===== src/rtl/conv_window_feeder.sv =====
// Streams nine kernel weights then a raster-order image, and presents each fully-inside
// 3x3 window to the convolution core with one-cycle write strobes.
module conv_window_feeder #(
  parameter int DATA_W = 8,
  parameter int IMG_W  = 8,
  parameter int IMG_H  = 8
) (
  input  logic                       clk,
  input  logic                       rst,
  input  logic                       start,
  input  logic                       in_valid,
  input  logic signed [DATA_W-1:0]   in_data,
  output logic                       in_ready,
  output logic signed [DATA_W-1:0]   w_out0,
  output logic signed [DATA_W-1:0]   w_out1,
  output logic signed [DATA_W-1:0]   w_out2,
  output logic signed [DATA_W-1:0]   w_out3,
  output logic signed [DATA_W-1:0]   w_out4,
  output logic signed [DATA_W-1:0]   w_out5,
  output logic signed [DATA_W-1:0]   w_out6,
  output logic signed [DATA_W-1:0]   w_out7,
  output logic signed [DATA_W-1:0]   w_out8,
  output logic                       w_w,
  output logic signed [DATA_W-1:0]   if_out0,
  output logic signed [DATA_W-1:0]   if_out1,
  output logic signed [DATA_W-1:0]   if_out2,
  output logic signed [DATA_W-1:0]   if_out3,
  output logic signed [DATA_W-1:0]   if_out4,
  output logic signed [DATA_W-1:0]   if_out5,
  output logic signed [DATA_W-1:0]   if_out6,
  output logic signed [DATA_W-1:0]   if_out7,
  output logic signed [DATA_W-1:0]   if_out8,
  output logic                       if_w,
  output logic [$clog2(IMG_H)-1:0]   win_row,
  output logic [$clog2(IMG_W)-1:0]   win_col,
  output logic                       busy,
  output logic                       done
);

  localparam int RW = $clog2(IMG_H);
  localparam int CW = $clog2(IMG_W);

  typedef enum logic [1:0] {IDLE, LOAD_W, LOAD_IF} state_t;

  state_t                    state_q;
  logic [3:0]                wcnt_q;
  logic [RW-1:0]             row_q;
  logic [CW-1:0]             col_q;
  logic signed [DATA_W-1:0]  w_q   [9];
  logic signed [DATA_W-1:0]  win_q [9];
  logic                      in_ready_q;
  logic                      busy_q;
  logic                      w_w_q;
  logic                      if_w_q;
  logic                      done_q;
  logic [RW-1:0]             win_row_q;
  logic [CW-1:0]             win_col_q;

  // Line buffers: lb1 holds row r-1, lb2 holds row r-2, indexed by column.
  logic signed [DATA_W-1:0]  lb1_q [IMG_W];
  logic signed [DATA_W-1:0]  lb2_q [IMG_W];

  logic                      accept;
  logic                      last_col;
  logic                      last_row;
  logic                      win_valid;
  logic signed [DATA_W-1:0]  up1_px;
  logic signed [DATA_W-1:0]  up2_px;
  logic [RW-1:0]             row_d;
  logic [CW-1:0]             col_d;

  assign accept    = in_valid & in_ready_q;
  assign last_col  = (col_q == CW'(IMG_W - 1));
  assign last_row  = (row_q == RW'(IMG_H - 1));
  assign win_valid = (row_q >= RW'(2)) && (col_q >= CW'(2));
  assign up1_px    = lb1_q[col_q];
  assign up2_px    = lb2_q[col_q];

  always_comb begin
    col_d = col_q + CW'(1);
    row_d = row_q;
    if (last_col) begin
      col_d = '0;
      row_d = row_q + RW'(1);
    end
  end

  always_ff @(posedge clk or negedge rst) begin
    if (!rst) begin
      state_q    <= IDLE;
      wcnt_q     <= '0;
      row_q      <= '0;
      col_q      <= '0;
      in_ready_q <= 1'b0;
      busy_q     <= 1'b0;
      w_w_q      <= 1'b0;
      if_w_q     <= 1'b0;
      done_q     <= 1'b0;
      win_row_q  <= '0;
      win_col_q  <= '0;
      for (int k = 0; k < 9; k++) begin
        w_q[k]   <= '0;
        win_q[k] <= '0;
      end
    end else begin
      w_w_q  <= 1'b0;
      if_w_q <= 1'b0;
      done_q <= 1'b0;
      case (state_q)
        IDLE: begin
          if (start) begin
            state_q    <= LOAD_W;
            wcnt_q     <= '0;
            in_ready_q <= 1'b1;
            busy_q     <= 1'b1;
          end
        end
        LOAD_W: begin
          if (accept) begin
            w_q[wcnt_q] <= in_data;
            if (wcnt_q == 4'd8) begin
              w_w_q   <= 1'b1;
              state_q <= LOAD_IF;
              wcnt_q  <= '0;
              row_q   <= '0;
              col_q   <= '0;
            end else begin
              wcnt_q <= wcnt_q + 4'd1;
            end
          end
        end
        LOAD_IF: begin
          if (accept) begin
            // Shift window left; right column comes from the line buffers and the new pixel.
            win_q[0] <= win_q[1];
            win_q[1] <= win_q[2];
            win_q[2] <= up2_px;
            win_q[3] <= win_q[4];
            win_q[4] <= win_q[5];
            win_q[5] <= up1_px;
            win_q[6] <= win_q[7];
            win_q[7] <= win_q[8];
            win_q[8] <= in_data;
            row_q    <= row_d;
            col_q    <= col_d;
            if (win_valid) begin
              if_w_q    <= 1'b1;
              win_row_q <= row_q - RW'(1);
              win_col_q <= col_q - CW'(1);
            end
            if (last_col && last_row) begin
              done_q     <= 1'b1;
              state_q    <= IDLE;
              in_ready_q <= 1'b0;
              busy_q     <= 1'b0;
            end
          end
        end
        default: begin
          state_q    <= IDLE;
          in_ready_q <= 1'b0;
          busy_q     <= 1'b0;
        end
      endcase
    end
  end

  // Storage only; a fresh frame rewrites rows 0 and 1 before any strobed window reads them.
  always_ff @(posedge clk) begin
    if (state_q == LOAD_IF && accept) begin
      lb1_q[col_q] <= in_data;
      lb2_q[col_q] <= up1_px;
    end
  end

  assign in_ready = in_ready_q;
  assign busy     = busy_q;
  assign w_w      = w_w_q;
  assign if_w     = if_w_q;
  assign done     = done_q;
  assign win_row  = win_row_q;
  assign win_col  = win_col_q;

  assign w_out0 = w_q[0];
  assign w_out1 = w_q[1];
  assign w_out2 = w_q[2];
  assign w_out3 = w_q[3];
  assign w_out4 = w_q[4];
  assign w_out5 = w_q[5];
  assign w_out6 = w_q[6];
  assign w_out7 = w_q[7];
  assign w_out8 = w_q[8];

  assign if_out0 = win_q[0];
  assign if_out1 = win_q[1];
  assign if_out2 = win_q[2];
  assign if_out3 = win_q[3];
  assign if_out4 = win_q[4];
  assign if_out5 = win_q[5];
  assign if_out6 = win_q[6];
  assign if_out7 = win_q[7];
  assign if_out8 = win_q[8];

endmodule

===== config.mk =====
export PLATFORM = sky130hd
export DESIGN_NAME = conv_window_feeder
export DESIGN_NICKNAME = d
export VERILOG_FILES = /design/src/rtl/conv_window_feeder.sv
export SDC_FILE = /design/constraint.sdc
export NUM_CORES = 1
export LEC_CHECK = 0
export CORE_AREA = 2 2 145 147
export CTS_CLUSTER_DIAMETER = 40
export DETAILED_ROUTE_END_ITERATION = 12
export DIE_AREA = 0 0 147 149
export PLACE_DENSITY = 0.89
export SETUP_SLACK_MARGIN = 0.1
export SLEW_MARGIN = 20
export SYNTH_ARGS = -nofsm -noshare
export SYNTH_HDL_FRONTEND = slang
export SYNTH_SLANG_ARGS = --single-unit

===== constraint.sdc =====
create_clock -name clk -period 6.45 [get_ports clk]
set_input_delay 1.29 -clock clk [delete_from_list [all_inputs] [get_ports clk]]
set_output_delay 1.29 -clock clk [all_outputs]
set_load 0.01 [all_outputs]

==> Word level (Yosys, flattened, before mapping) <==
Memory sizes are Yosys's and may differ from the RTL's. A register that Yosys moved wholly into a read port is not among the register bits.
Index checks and enable logic that the tools add are counted.
{ "word_totals": {"register_bits": 158, "latchBits": 0, "ramBits": 128, "mem_bits_ro": 0, "input_bits": 12, "output_inout_bits": 155, "word_cells": 104, "memories": 2} }
{ "memory_table": {"columns": ["memory", "depth", "word_bits", "rd", "rd_clocked_by_memory_dff", "wr", "line_no", "rtl"], "rows": [
  ["lb1_q", 8, 8, 1, 0, 1, "60", "logic signed [DATA_W-1:0] lb1_q [IMG_W];"],
  ["lb2_q", 8, 8, 1, 1, 1, "61", "logic signed [DATA_W-1:0] lb2_q [IMG_W];"]
]} }
{ "classes": {"add_sub_neg": 5, "mul": 0, "n_div": 0, "n_lt_le_gt_ge": 4, "n_eq_ne": 11, "shifts": 0, "muxes": 36, "n_bitwise": 3, "n_reduce_logical": 16} }
{ "op_table": {"columns": ["op", "n"], "rows": [
  ["$bwmux 72", 1],
  ["$demux 8 s4", 1],
  ["$mux 3", 6],
  ["$mux 1", 14],
  ["$mux 4", 3],
  ["$ne 2x2->1 const B", 6],
  ["$pmux 3 s2", 2],
  ["$mux 2", 5],
  ["$reduce_and 5->1", 2],
  ["$mux 8", 1],
  ["$pmux 4 s2", 1],
  ["$reduce_and 4->1", 2],
  ["$add 3x1->3 const B", 2],
  ["$eq 3x3->1 const B", 2],
  ["$ge 3x2->1 const B", 2],
  ["$pmux 2 s3", 1],
  ["$reduce_and 3->1", 2],
  ["$sub 3x1->3 const B", 2],
  ["$ge 5x5->1 const B", 1],
  ["$lt 5x1->1 const B", 1],
  ["$not 4->5", 1],
  ["$add 4x1->4 const B", 1],
  ["$eq 4x4->1 const B", 1],
  ["$logic_and 1x1->1", 4],
  ["other kinds (9)", 11]
]} }

==> Depth between registers and ports, before layout <==
{ "depth": {"depth_word": 6, "depth_mapped": 8, "mapped_depth_nobuf": 6} }

==> Least setup slack after synthesis <==
Ideal clock, no wire load.
{ "synth_timing": {"path_type": "input port to flip-flop", "from": "input port in_valid", "to": "memory lb1_q[5][0], enable pin", "setup_ns": 0.409, "arrival_ns": 3.114, "required_ns": 6.041, "path_slack_ns": 2.927, "cell_stages": 5, "n_path_buf": 1, "cell_sequence": "nand2_1 nor3_1 buf_2 nand2_1 nor3_1"} }
{ "synth_between": {"elab_chain_cells": 4} }
{ "synth_lines": {"columns": ["item", "line_no", "rtl"], "rows": [
  ["from (decl)", "11", "input logic in_valid,"],
  ["$and 1x1->1", "72", "assign accept = in_valid & in_ready_q;"],
  ["$logic_and 1x1->1", "170", "if (state_q == LOAD_IF && accept) begin"],
  ["$mux 1", "170", null],
  ["$mux 1 (implied by the code)", "171", "lb1_q[col_q] <= in_data;"],
  ["to (decl)", "60", null]
]} }
No other way between the ends.

==> Final worst setup path <==
{ "layout_timing": {"from": "input port in_valid", "to": "memory lb1_q[0][3], enable pin"} }
The elaborated chain is that of the path after synthesis.

==> summary.txt <==
Status
  – Status: complete, no violations

Critical path
  – Critical Path Source Type: input port
  – Critical Path Source: in_valid
  – FF-to-FF path depth: 4
  – Worst Path Buf+Inv: 3
  – R2R Path End: lb2_q[1][5]
  – Worst endpoint data arrival time: 3.32 ns
  – Most frequent CP cell: buf_4
  – Slowest cell on the critical path: nor3_2
  – CP cell instances: clkdlybuf4s50_1 -> nand4b_1 -> buf_4 -> nor3_2 -> buf_4
  – WP data required: 6.66 ns
  – Cell family with most CP delay: buffers and inverters
  – Levels on crit path: 5
  – Crit Path Class: in2reg
  – FF-to-FF Start: col_q[0]
  – Worst-path fanout max: 21
  – Crit path largest cell delay: a little under 0.7 ns
  – R2r setup slk: around 3.5 ns
  – CP Capture Type: flop
  – Critical Path Sink: lb1_q[0][3]

Finish
  – Share of cells above drive strength 1: 0.167
  – Commonest non-fill, non-tap cell in the layout: nand2_1
  – Final instance count without filler cells: 1,312
  – # nets final: 1,033
  – Most frequent cells in the layout: 185 x nand2_1, 165 x dfrtp_1, 165 x clkdlybuf4s50_1, 128 x edfxtp_1, 87 x mux2_2
  – Biggest regs: lb1_q (64), lb2_q (64)
  – P&R area growth vs syn: 26.4%
  – ANT cells: 0
  – Fill count: 1,267
  – Final Instance Area: between 10,000 and 15,000 um2

Global route
  – Gr ovfl total: 0
  – Vias in the first global route: 7,839
  – Total GRT Usage: 0.255
  – Initial antenna violation count: 0
  – Largest net degree at the start of global routing: 84
  – First-pass GRT wire length: 43.5 mm

Routing
  – Post-route ant nets: 0
  – # DRC: 0
  – Via count: 7,519
  – DRT Wirelength: between 20 and 30 mm
  – Wire length per cell: between 20 and 25 um
  – DRT Pass-1 Iters: 5
  – Vias per Instance: approximately 5.7
  – Initial drt markers: 596

CTS
  – CTS tree: done
  – Clk root buf: clkbuf_16
  – CTS sink cnt: 294
  – Number of H-tree levels: 2
  – CTS clock-pin slew for the worst setup and hold paths: 0.06 ns
  – Max Root-Sink Buffers: 3
  – Setup Fix Bufs, Post-CTS: 0
  – Hold buffers post-CTS: 0
  – Post_cts resized: 0
  – Clk_lat worst skew: 0.50 ns
  – CTS buffer count: 35

Pwr
  – Power Dens Cells: 429 nW/um2
  – Leak Pwr: 6.15 nW
  – Pwr Total: between 6 and 7 mW
  – Peak supply drop: 403 uV

Logic synthesis
  – Syn_area_per_cell: between 10 and 15 um2
  – Top-area cell type share of the netlist area: 0.359
  – Cells after synthesis: 845
  – Register area share after synthesis: 0.691
  – Synth Flop Type: dfrtp_1
  – #FFs+latches synth: 294
  – Async S/R FF share, synth: 0.565
  – Area leader, netlist: dfrtp_1
  – Cell variety after synth: 40
  – Netlist Area Pre-Place: 11,600 um2
  – Top area cells in the synthesized netlist: dfrtp_1 36%, edfxtp_1 33%, mux2_2 8.5%, nand2_1 6.0%, mux2i_1 3.9%
  – Ys Warns: 0
  – Mapped Nets: approximately 870
  – EDFF count, synth: 128

Min path
  – HP Start: if_out0[7]
  – Tightest Hold Check Type: reg2reg

Place
  – Pre-CTS WS: 2.89 ns
  – GP Congestion: 0.794
  – Post-Place Cell Area: 13,500 um2
  – # port buffers: roughly 170
  – Placed cell count: ~1,200
  – Dpl hpwl: 16.5 mm

Timing
  – Tmin final: approximately 3.1 ns
  – Setup-failing EPs final: 0
  – Final worst slack: 3.34 ns
  – Final Hold Vio Count: 0
  – Final setup TNS: 0 ns
  – Unrepaired setup endpoints after global routing: false
  – Peak Freq: 321 MHz
  – Final Skew: 0.00959 ns
  – Headroom to the max-slew limit: 0.291
  – Fin crit share: 0.482
  – Worst-margin pin slew: 1.06 ns
  – Final Max Slew Viols: 0

Floorplan
  – Die Area: 21,900 um2
  – Die height: 149 um
  – Row count: 53
  – Initial Util: 0.563
  – IO Count: between 150 and 200
  – DIE WIDTH: 147 um
  – Core ar.: a little over 20,000 um2

Run
  – Total of max-cap violations: 0
## power breakdown
| group | switching, mW | internal, mW | total (mW) |
|---|---|---|---|
| combinational | 0.902 | 0.872 | 1.77 |
| sequential | 0.220 | 2.33 | 2.55 |
| clock | 0.768 | 1.18 | 1.95 |
| total | 1.89 | 4.38 | 6.27 |
## kinds of logic (layout without fill, tap and decap cells)
logic type	Yosys count	in the layout	synth area share
AO/OA/AOI/OAI	76	76	0.0442
adder cells (fa/ha/maj)	10	10	0.0108
buffers and inverters	63	255	0.0270
flip-flops	294	294	0.691
multiplexers	134	134	0.126
AND/OR/NAND/NOR	268	268	0.101
## per-layer routing
layer,track usage,wire length [um]
met1,0.315,10500
met2,0.432,13600
met3,0.0725,2430
met4,0.100,1100
met5,0,0
## worst min-delay path by stage
stage / endpoint / slack [ns] / cells past startpoint
after CTS: if_out0[3] / 0.48 / 2
after global routing: win_col[1] / 0.50 / 2
after global placement: if_out0[4] / 0.46 / 2
final: if_out0[7] / 0.47 / 2
after detailed placement: if_out6[0] / 0.46 / 2
after floorplan: win_row[0] / 0.47 / 1
## worst register-to-register path: stages, from the launching register on
cell	delay, ns
dfrtp_2	0.74
buf_4	0.61
inv_1	0.34
nor3_2	0.68
buf_4	0.32
## per-stage QoR
step | util | hold WS [ns]
2_1_floorplan | - | 0.468
3_3_place_gp | 0.654 | 0.458
3_5_place_dp | 0.655 | 0.461
4_1_cts | 0.712 | 0.476
5_1_grt | 0.712 | 0.505
6_report | 0.712 | 0.473
## area by class of cell
type	count	area [um2]	area share
multi-input cells	488	3310	0.226
repair buffers	180	1770	0.121
clock buffers	45	987	0.0675
well taps	275	344	0.0235
flip-flops and latches	294	8000	0.547
inverters	12	45.0	0.00308
clock inverters	18	180	0.0123
## cell usage after synthesis, drive strengths merged, types with 3 or more instances
| library cell | n |
|---|---|
| nor3 | 15 |
| nand3b | 4 |
| nor2 | 22 |
| ha | 10 |
| dfrtp | 166 |
| nand2b | 7 |
| nand3 | 7 |
| o31ai | 4 |
| and2 | 4 |
| o221ai | 13 |
| a211oi | 4 |
| mux2 | 89 |
| edfxtp | 128 |
| a31oi | 5 |
| nand2 | 189 |
| nor2b | 3 |
| mux2i | 45 |
| o22a | 7 |
| o21ai | 19 |
| clkbuf | 15 |
| nand4b | 5 |
| a21oi | 14 |
| buf | 36 |
| inv | 12 |
| o22ai | 4 |
| nand4 | 3 |
Note: power is estimated with default switching activity, not from simulation.
